===== config.mk =====
export PLATFORM = sky130hd
export DESIGN_NAME = cpu6_pc_ctrl
export DESIGN_NICKNAME = d
export VERILOG_FILES = /design/src/rtl/cpu6_pc_ctrl.sv
export SDC_FILE = /design/constraint.sdc
export NUM_CORES = 1
export LEC_CHECK = 0
export ABC_AREA = 1
export CORE_ASPECT_RATIO = 0.5
export CORE_UTILIZATION = 50
export DETAILED_ROUTE_END_ITERATION = 8
export GPL_TIMING_DRIVEN = 0
export PLACE_DENSITY_LB_ADDON = 0.25
export REMOVE_ABC_BUFFERS = 1
export SLEW_MARGIN = 10
export SYNTH_ARGS = -nofsm -noshare
export SYNTH_HDL_FRONTEND = slang
export SYNTH_SLANG_ARGS = --single-unit

===== constraint.sdc =====
create_clock -name clk -period 5 [get_ports clk]
set_input_delay 1.25 -clock clk [delete_from_list [all_inputs] [get_ports clk]]
set_output_delay 1.25 -clock clk [all_outputs]
set_load 0.1 [all_outputs]

===== src/rtl/cpu6_pc_ctrl.sv =====
// cpu6 program counter and next-PC control.
// Resolves branches/jumps from EX and drives the fetch request.
module cpu6_pc_ctrl #(
  parameter int              XLEN     = 32,
  parameter logic [XLEN-1:0] RESET_PC = '0
) (
  input  logic            clk,
  input  logic            reset,
  input  logic [XLEN-1:0] alu_y,
  input  logic            alu_zero,
  input  logic            br_valid,
  input  logic [1:0]      br_type,
  input  logic            br_is_jalr,
  input  logic [XLEN-1:0] br_target,
  input  logic            stall,
  input  logic            if_req_ready,
  output logic            if_req_valid,
  output logic [XLEN-1:0] if_req_addr,
  output logic            flush,
  output logic            exc_misalign,
  output logic [XLEN-1:0] exc_addr
);

  typedef enum logic [1:0] {
    BOOT  = 2'd0,
    RUN   = 2'd1,
    REDIR = 2'd2
  } state_t;

  state_t          state_q, state_d;
  logic [XLEN-1:0] pc_q, pc_d;
  logic [XLEN-1:0] pend_q, pend_d;
  logic            valid_q, valid_d;
  logic            flush_q, flush_d;
  logic            exc_q, exc_d;
  logic [XLEN-1:0] exc_addr_q, exc_addr_d;

  logic            accept;
  logic            taken;
  logic            aligned;
  logic            redir_ok;
  logic [XLEN-1:0] target;

  // Branch resolution: condition, target select, alignment.
  always_comb begin
    taken = 1'b0;
    unique case (br_type)
      2'b01:   taken = alu_zero;
      2'b10:   taken = !alu_zero;
      2'b11:   taken = 1'b1;
      default: taken = 1'b0;
    endcase
    taken    = taken & br_valid;
    target   = (br_type == 2'b11 && br_is_jalr)
             ? (alu_y & ~XLEN'(1)) : br_target;
    aligned  = (target[1:0] == 2'b00);
    accept   = valid_q & if_req_ready;
    redir_ok = (state_q != BOOT) & taken & aligned;
  end

  // Next-state: FSM, fetch valid, PC priority, pending target, pulses.
  always_comb begin
    state_d    = state_q;
    valid_d    = valid_q;
    pc_d       = pc_q;
    pend_d     = pend_q;
    flush_d    = 1'b0;
    exc_d      = 1'b0;
    exc_addr_d = exc_addr_q;
    unique case (state_q)
      BOOT: begin
        state_d = RUN;
        valid_d = !stall;
      end
      default: begin
        valid_d = (accept || !valid_q) ? !stall : 1'b1;
        if (taken && !aligned) begin
          exc_d      = 1'b1;
          exc_addr_d = target;
        end
        if (redir_ok) begin
          flush_d = 1'b1;
          if (!valid_q || accept) begin
            pc_d    = target;
            state_d = RUN;
          end else begin
            pend_d  = target;
            state_d = REDIR;
          end
        end else if (state_q == REDIR && accept) begin
          pc_d    = pend_q;
          state_d = RUN;
        end else if (accept) begin
          pc_d = pc_q + XLEN'(4);
        end
      end
    endcase
  end

  // State registers with asynchronous reset.
  always_ff @(posedge clk or posedge reset) begin
    if (reset) begin
      state_q    <= BOOT;
      pc_q       <= RESET_PC;
      pend_q     <= '0;
      valid_q    <= 1'b0;
      flush_q    <= 1'b0;
      exc_q      <= 1'b0;
      exc_addr_q <= '0;
    end else begin
      state_q    <= state_d;
      pc_q       <= pc_d;
      pend_q     <= pend_d;
      valid_q    <= valid_d;
      flush_q    <= flush_d;
      exc_q      <= exc_d;
      exc_addr_q <= exc_addr_d;
    end
  end

  assign if_req_valid = valid_q;
  assign if_req_addr  = pc_q;
  assign flush        = flush_q;
  assign exc_misalign = exc_q;
  assign exc_addr     = exc_addr_q;

endmodule

=== After elaboration in Yosys (flattened, before gate mapping) ===
Index checks and enable logic that the tools add are counted.

* Bitwise logic cells: 6
* Eq/ne operators: 5
* Reduce and logical (&&, ||, !) cells: 16
* Multiplexer cells: 16
* $add $sub $neg: 1

{| class="wikitable"
|+ Operator list
! cell !! number
|-
| $mux 32 || 5
|-
| $add 32x3->32 const B || 1
|-
| $mux 2 || 4
|-
| $eq 2x2->1 const B || 3
|-
| $mux 1 || 6
|-
| $reduce_and 3->1 || 2
|-
| $reduce_bool 3->1 || 2
|-
| $and 1x1->1 || 4
|-
| $logic_not 1->1 || 4
|-
| $logic_not 2->1 || 2
|-
| $logic_and 1x1->1 || 3
|-
| $pmux 1 s3 || 1
|-
| $eq 2x1->1 const B || 1
|-
| $ne 2x1->1 const B || 1
|-
| $not 1->1 || 2
|-
| $reduce_and 2->1 || 1
|-
| $reduce_bool 2->1 || 1
|-
| $logic_or 1x1->1 || 1
|}

* Bits of input ports: 73
* Register bits after elaboration: 101
* Word-level logic and storage cells: 51

=== Logic depth before layout (Yosys ltp) ===
Gate-level depths: netlist of the first run.

* Depth in word-level cells: 8
* Depth in mapped cells: 13

=== Least setup slack after synthesis of the first run ===
No wires, ideal clock.

* Path type: input to register
* Start point: input br_is_jalr
* End point: register pc_q[17], in the netlist if_req_addr[17]
* Setup slack: 2.634 ns
* Arrival: 2.246 ns
* Stages on the path: 12
* Path buffers: 3
* Cells stage by stage: nand3_2 nand2_1 nand2_1 nand3_2 buf_6 inv_4 buf_6 buf_8 a21oi_2 nand2_1 nand2_1 nand2_1

* Cells in the longest elaborated chain, start to end: 6
* Elaborated cells on any way between the ends: 9
* Those cells by class: eq/ne (1); mux (3); bitwise (1); reduce/logical (4)

{| class="wikitable"
|+ RTL lines
! element !! line !! RTL
|-
| from (decl) || 13 || <nowiki>input logic br_is_jalr,</nowiki>
|-
| $logic_and 1x1->1 (*) || 54 || <nowiki>target = (br_type == 2'b11 && br_is_jalr)</nowiki>
|-
| $mux 32 (*) || 55 || <nowiki>? (alu_y & ~XLEN'(1)) : br_target;</nowiki>
|-
| $logic_not 2->1 || 56 || <nowiki>aligned = (target[1:0] == 2'b00);</nowiki>
|-
| $and 1x1->1 || 58 || <nowiki>redir_ok = (state_q != BOOT) & taken & aligned;</nowiki>
|-
| $ne 2x1->1 (no line) or $reduce_bool 3->1 (tied branches) || - ||
|-
| $reduce_and 3->1 (no line) || - ||
|-
| to (signal assigned) || 112 || <nowiki>pc_q <= pc_d;</nowiki>
|-
| to (decl) || 31 || <nowiki>logic [XLEN-1:0] pc_q, pc_d;</nowiki>
|}

Every way passes the cells marked *; elsewhere a longest branch is shown, timed or not. The select of a mux whose other input is x is not followed.
A chain may end at the register's enable or synchronous reset.

=== Worst setup path after layout of the first run ===
* Start point: input br_type[0]
* End point: register pc_q[11], in the netlist if_req_addr[11]

* Cells in the longest elaborated chain, start to end: 7
* Elaborated cells on any way between the ends: 15
* Those cells by class: eq/ne (4); mux (4); bitwise (3); reduce/logical (4)

{| class="wikitable"
|+ RTL lines
! element !! line !! RTL
|-
| from (decl) || 12 || <nowiki>input logic [1:0] br_type,</nowiki>
|-
| $eq 2x2->1 (tied with other cells) || 47, 54 ||
|-
| $pmux 1 s3 or $logic_and 1x1->1 (tied branches) || 47, 54 ||
|-
| $and 1x1->1 or $mux 32 (tied branches) || 53, 55 ||
|-
| $and 1x1->1 or $logic_not 2->1 (tied branches) || 58, 56 ||
|-
| $and 1x1->1 || 58 ||
|-
| $ne 2x1->1 (no line) or $reduce_bool 3->1 (tied branches) || - ||
|-
| $reduce_and 3->1 (no line) || - ||
|}

Parallel ways exist; a longest one is shown, timed or not. The select of a mux whose other input is x is not followed.

==> impl_results.md, run 1 <==
* Reg-to-Reg End: if_req_addr[11]
* DR vias/cell at 5.22
* Cell breakdown of the critical path: clkdlybuf4s50_1, nand3_2, nand2_1, nand3_4, nand2_1, nand2_2, buf_16, inv_1, nand3_1, nand2_1
* Yosys warnings at 0
* Yosys reg bits at 101
* Tcrit/Tclk final at 87.7%
* Tmin final at 4390 ps
* Wire per inst at 13.7 um
* Max VDD drop at 0.435 mV
* R2r setup slk at 2190 ps
* CTS tree: built
* Total CTS buffers at 9
* Netlist cell types at 28
* Hold Path Cell Cnt at 2
* Cells on worst reg2reg path at 11
* Die X-Extent at 153 um
* GP Congestion at 0.920
* Post_cts resized at 0
* Sequential area share after synthesis at 44.6%
* Crit path to: if_req_addr[11]
* Vias at 5,782
* CP Capture Type: register
* Vias in the first global route at 5,427
* Layout cells sized above 1 at 3.95%
* Worst setup SP type: input port
* Critical path fanouts, max at 38
* IO Pins at 140
* RR Startpoint: state_q[1]
* Hold slack final at 471 ps
* Clock transition at the registers of the reported paths at 70 ps
* Drt drc at 9
* Leakage power at 3.70 nW
* Critical path origin: br_type[0]
* Fin cells at 1,107
* Hold buffers post-CTS at 0
* Failing checks: DRC
* Cell taking the most area after synthesis: dfrtp_1
* Slowest stage delay, CP at 670 ps
* Fmax at 228 MHz
* Area grow syn2layout at 31.1%
* FP Rows at 27
* Synth cell count leaders: nand2_1, nor2_1, dfrtp_1
* Met1 usage at 36.8%
* Dpl cells at 1,092
* Top cells by area, synth: dfrtp_1, nand2_1, nor2_1, nand3_1, a31oi_1
* H-tree depth at 3
* Endpoints failing setup at 0
* Worst slew pin tran at 1010 ps
* Drt initial violations at 429
* Power Total at 0.00481 W
* Status: complete, but fails checks
* Port bufs at 138
* Worst-case clock buffer depth at 2
* First-pass GRT wire length at 25.7 mm
* Hold Violations, Final at 0
* Top cell type's share of synthesized area at 44.6%
* Detailed Place HPWL at 10.4 mm
* Slowest-stage cell, CP: nand3_2
* DRT Pass-1 Iters at 9
* Root Buffer: clkbuf_16
* Antenna violations before repair at 0
* Largest net degree at the start of global routing at 70
* # fillers at 972
* Antenna Cells at 0
* Starting Density at 51.5%
* Worst min path class: reg2reg
* Overall Global Routing Usage at 27.3%
* Async SR Flop Fraction at 100%
* Most used cell, CP: nand2_1
* Synth Flop Type: dfrtp_1
* Worst setup path class: in2reg
* Postcts setup bufs at 0
* Mapped Cells at 839
* Max-slew headroom at 32.5%
* Grt met2 use at 45.2%
* Most used routing layer: met2
* MaxCap Viol Count at 0
* RSZ-0062 raised after global routing: no
* CTS sink count at 101
* DRT Wirelength at 15.2 mm
* Clock skew at 10.4 ps
* WP data arrival at 4670 ps
* Most frequent cell after synthesis: nand2_1
* Final global-route overflow total at 0
* Met3 Use GR at 5.37%
* Die ar. at 11,800 um^2
* Pwr/cell area at 646 nW/um^2
* Core box area at 11,000 um^2
* Syn Std Cell Area at 5670 um^2
* Final ANT Viol Nets at 0
* Post-synth EDFFs at 0
* Worst Path Required at 5290 ps
* Syn Area/Cell at 6.76 um^2
* Final-stage net count at 1,032
* Worst skew pair latency at 350 ps
* Max Transition Viols Final at 0
* Die span in y at 77.3 um
flip-flops by register name, indices dropped and copies added (netlist names):
register	flops
if_req_addr	32
flush	1
pend_q	32
exc_misalign	1
exc_addr	32
if_req_valid	1
state_q	2
stage by stage:
| step | worst slack, ps | setup TNS (ps) | utilization [%] | cell area, um^2 |
|---|---|---|---|---|
| floorplan | 1040 | 0 | - | 5480 |
| global placement | -913 | -71570 | 63.9 | 7040 |
| detailed placement | -114 | -1760 | 64.9 | 7150 |
| CTS | 232 | 0 | 67.5 | 7430 |
| global route | 320 | 0 | 67.5 | 7440 |
| finish | 614 | 0 | 67.5 | 7440 |
metal layers:
layer | wire, um | vias up
li1 | - | 2868
met1 | 7030 | 2722
met2 | 6980 | 181
met3 | 1050 | 11
met4 | 104 | 0
met5 | 0 | -
cells by family (layout without fill, tap and decap cells):
group           after synthesis  after routing  synth area share [%]
mux                           2              2                 0.353
buf+inv                      86            209                  6.82
xor+xnor                      4              4                 0.618
compound gates               83             83                  8.27
simple gates                562            562                  39.2
fa+ha+maj                     1              1                 0.221
flops                       101            101                  44.6
cell type report:
| type | count | area [um^2] | area share (%) |
|---|---|---|---|
| clock buffer | 9 | 225 | 3.03 |
| clock inverter | 6 | 55.1 | 0.740 |
| inverter | 51 | 199 | 2.67 |
| multi-input combinational | 652 | 2770 | 37.2 |
| sequential | 101 | 2530 | 34.0 |
| tap | 145 | 181 | 2.44 |
| timing repair buffer | 143 | 1480 | 19.9 |
where the power goes:
| part | internal [W] | switching, W | leakage [nW] |
|---|---|---|---|
| clock | 0.000381 | 0.000303 | 0.145 |
| sequential | 0.00113 | 0.000263 | 1.23 |
| combinational | 0.000673 | 0.00205 | 2.32 |
| total | 0.00219 | 0.00262 | 3.70 |
critical path, delay by kind of cell:
| family | cells | cell delay, ps |
|---|---|---|
| buf+inv | 3 | 1150 |
| simple gates | 7 | 2250 |
how the worst min path moves through the flow:
stage / from / to / slack (ps)
finish: pend_q[1] / pend_q[1] / 470
global placement: pend_q[0] / pend_q[0] / 450
detailed placement: pend_q[1] / pend_q[1] / 450
floorplan: pend_q[6] / pend_q[6] / 440
CTS: pend_q[1] / pend_q[1] / 470
global route: pend_q[0] / pend_q[0] / 480
cell usage in the layout (no fill, tap or decap), types with 3 or more instances in the layout:
cell type,Yosys,routed
dfrtp_1,101,101
clkinv_2,0,5
inv_2,5,5
nor2_2,3,3
nor2_1,109,109
o21bai_1,5,5
nand2_1,394,392
inv_1,45,44
nand4_1,3,3
o21ai_1,4,4
o21ai_0,23,23
nand3_1,46,46
a21oi_1,21,21
xor2_1,4,4
clkbuf_16,0,9
clkdlybuf4s50_1,0,138
a31oi_1,28,28
Note: power is estimated with default switching activity, not from simulation.
==> run 2: changes to the inputs <==
--- a/config.mk
+++ b/config.mk
@@ -6,8 +6,10 @@
 export NUM_CORES = 1
 export LEC_CHECK = 0
 export ABC_AREA = 1
+export CELL_PAD_IN_SITES_DETAIL_PLACEMENT = 2
+export CELL_PAD_IN_SITES_GLOBAL_PLACEMENT = 2
 export CORE_ASPECT_RATIO = 0.5
-export CORE_UTILIZATION = 50
+export CORE_UTILIZATION = 27
 export DETAILED_ROUTE_END_ITERATION = 8
 export GPL_TIMING_DRIVEN = 0
 export PLACE_DENSITY_LB_ADDON = 0.25
==> run 2 against run 1 <==
- flip-flop and latch count stayed put
- the flow now finishes without violations
- total power is 2.5% higher
- first-iteration DRC count is 52% lower
==> impl_results.md, run 2 (synthesis results as in run 1) <==
* Core box area at 20,600 um^2 (was 11,000 um^2)
* Endpoints failing setup at 0 (unchanged)
* Worst Path Required at 5210 ps (was 5290 ps)
* GP Congestion at 0.813 (was 0.920)
* IO Pins at 140 (unchanged)
* Met3 Use GR at 3.51% (was 5.37%)
* DRT Wirelength at 21.1 mm (was 15.2 mm)
* Status: complete, no violations (was complete, but fails checks)
* Clock skew at 9.23 ps (was 10.4 ps)
* DRT Pass-1 Iters at 6 (was 9)
* Final Util at 37.0% (was 67.5%)
* Most common cell after layout, fill and taps aside: nand2_1 (unchanged)
* Drt initial violations at 207 (was 429)
* # fillers at 2,451 (was 972)
* Vias at 5,903 (was 5,782)
* Worst skew pair latency at 350 ps (about the same)
* Grt met2 use at 32.9% (was 45.2%)
* Worst-case clock buffer depth at 2 (unchanged)
* Root Buffer: clkbuf_16 (unchanged)
* WP data arrival at 4480 ps (was 4670 ps)
* Pwr/cell area at 648 nW/um^2 (was 646 nW/um^2)
* Final Worst Setup Slack at 729 ps (was 614 ps)
* Worst setup SP type: input port (unchanged)
* Critical path fanouts, max at 38 (unchanged)
* Port bufs at 138 (unchanged)
* Max-slew headroom at 30.9% (was 32.5%)
* Hold buffers post-CTS at 0 (unchanged)
* Final global-route overflow total at 0 (unchanged)
* Die X-Extent at 207 um (was 153 um)
* Antenna violations before repair at 0 (unchanged)
* Layout cells sized above 1 at 3.95% (about the same)
* RSZ-0062 raised after global routing: no (unchanged)
* Worst setup path class: in2reg (unchanged)
* FP Rows at 37 (was 27)
* Total CTS buffers at 9 (unchanged)
* Tcrit/Tclk final at 85.4% (was 87.7%)
* Most used routing layer: met2 (unchanged)
* Die span in y at 104 um (was 77.3 um)
* Overall Global Routing Usage at 20.6% (was 27.3%)
* Largest net degree at the start of global routing at 74 (was 70)
* CTS tree: built (unchanged)
* Met1 usage at 29.5% (was 36.8%)
* Post-Place Setup Slack at -662 ps (was -114 ps)
* Vias in the first global route at 6,522 (was 5,427)
* DR vias/cell at 4.78 (was 5.22)
* Leakage power at 3.69 nW (was 3.70 nW)
* Starting Density at 27.6% (was 51.5%)
* Area grow syn2layout at 34.2% (was 31.1%)
* Worst min path class: reg2reg (unchanged)
* Worst slew pin tran at 1030 ps (was 1010 ps)
* Clock transition at the registers of the reported paths at 70 ps (about the same)
* CP Capture Type: register (unchanged)
* Hold Violations, Final at 0 (unchanged)
* Commonest cells after routing, fill and taps aside: nand2_1, clkdlybuf4s50_1, nor2_1, dfrtp_1, nand3_1 (unchanged)
* Final ANT Viol Nets at 0 (unchanged)
* Die ar. at 21,600 um^2 (was 11,800 um^2)
* Wire per inst at 17.1 um (was 13.7 um)
* First-pass GRT wire length at 34.7 mm (was 25.7 mm)
* MaxCap Viol Count at 0 (unchanged)
* Fmax at 234 MHz (was 228 MHz)
* Max VDD drop at 0.354 mV (was 0.435 mV)
* Drt drc at 0 (was 9)
* Max Transition Viols Final at 0 (unchanged)
* Antenna Cells at 0 (unchanged)
* Detailed Place HPWL at 14.9 mm (was 10.4 mm)
* Final-stage net count at 1,032 (unchanged)
* Tmin final at 4270 ps (was 4390 ps)
* H-tree depth at 3 (unchanged)
* CTS sink count at 101 (unchanged)
## run 2: changes by cell type in the layout (fill, tap and decap cells not counted)
cell | previous run | this run
buf_16 | 2 | 1
clkinvlp_4 | 0 | 2
clkinv_4 | 0 | 1
clkinv_2 | 5 | 2
clkbuf_1 | 0 | 1
nand3_2 | 1 | 0
buf_12 | 1 | 2
nand3_4 | 1 | 2
## run 2: metal layers
metal / share of wire (%) / wire length [um]
met4: 0.60 / 127
met2: 46 / 9700
met1: 50 / 10600
met5: 0 / 0
met3: 3.2 / 675
## run 2: worst max-delay path: stages
cell             delay (ps)
clkdlybuf4s50_1         550
nand3_4                 450
nand2_1                 290
nand3_4                 520
nor2_8                  710
inv_2                   450
nand2_1                 140
o21ai_0                  90
## run 2: what timing repair did
item	4_1_cts	5_1_grt
endpoints found under the setup margin	26	1
resized for setup	1	1
pin swaps	1	0
buffers inserted	0	0
## run 2: where the power goes
group | total, W | switching (W) | leakage [nW] | internal [W]
combinational | 0.00278 | 0.00211 | 2.32 | 0.000669
clock | 0.000721 | 0.000333 | 0.138 | 0.000388
sequential | 0.00143 | 0.000299 | 1.23 | 0.00113
## run 2: final cells by class
| cell class | count | area [um^2] | share of cell area [%] |
|---|---|---|---|
| Multi-Input combinational cell | 652 | 2780 | 36.5 |
| Sequential cell | 101 | 2530 | 33.2 |
| Clock buffer | 10 | 229 | 3.01 |
| Tap cell | 273 | 342 | 4.49 |
| Timing Repair Buffer | 143 | 1470 | 19.3 |
| Clock inverter | 6 | 63.8 | 0.839 |
| Inverter | 51 | 199 | 2.61 |
## run 2: path summary, 6_finish.rpt
path,startpoint,to,slack [ps],cells past startpoint
setup / recovery,br_type[0],pend_q[11],730,8
hold / removal,pend_q[7],pend_q[7],470,2
setup reg to reg,state_q[1],pend_q[11],2070,9
hold reg to reg,pend_q[7],pend_q[7],470,2
max in group asynchronous,reset,exc_addr[17],3060,3
min in group asynchronous,reset,if_req_addr[3],1240,2
## run 2: metrics by stage
| stage | hold WS, ps | power [W] | area (um^2) | TNS (ps) | std cells |
|---|---|---|---|---|---|
| finish | 475 | 0.00493 | 7610 | 0 | 1236 |
| global route | 511 | 0.00521 | 7610 | 0 | 1236 |
| CTS | 481 | 0.00499 | 7600 | 0 | 1236 |
| detailed placement | 465 | 0.00424 | 7300 | -19350 | 1220 |
| global placement | 451 | 0.00415 | 7200 | -155920 | 1215 |
| floorplan | 437 | 0.00343 | 5480 | 0 | 804 |
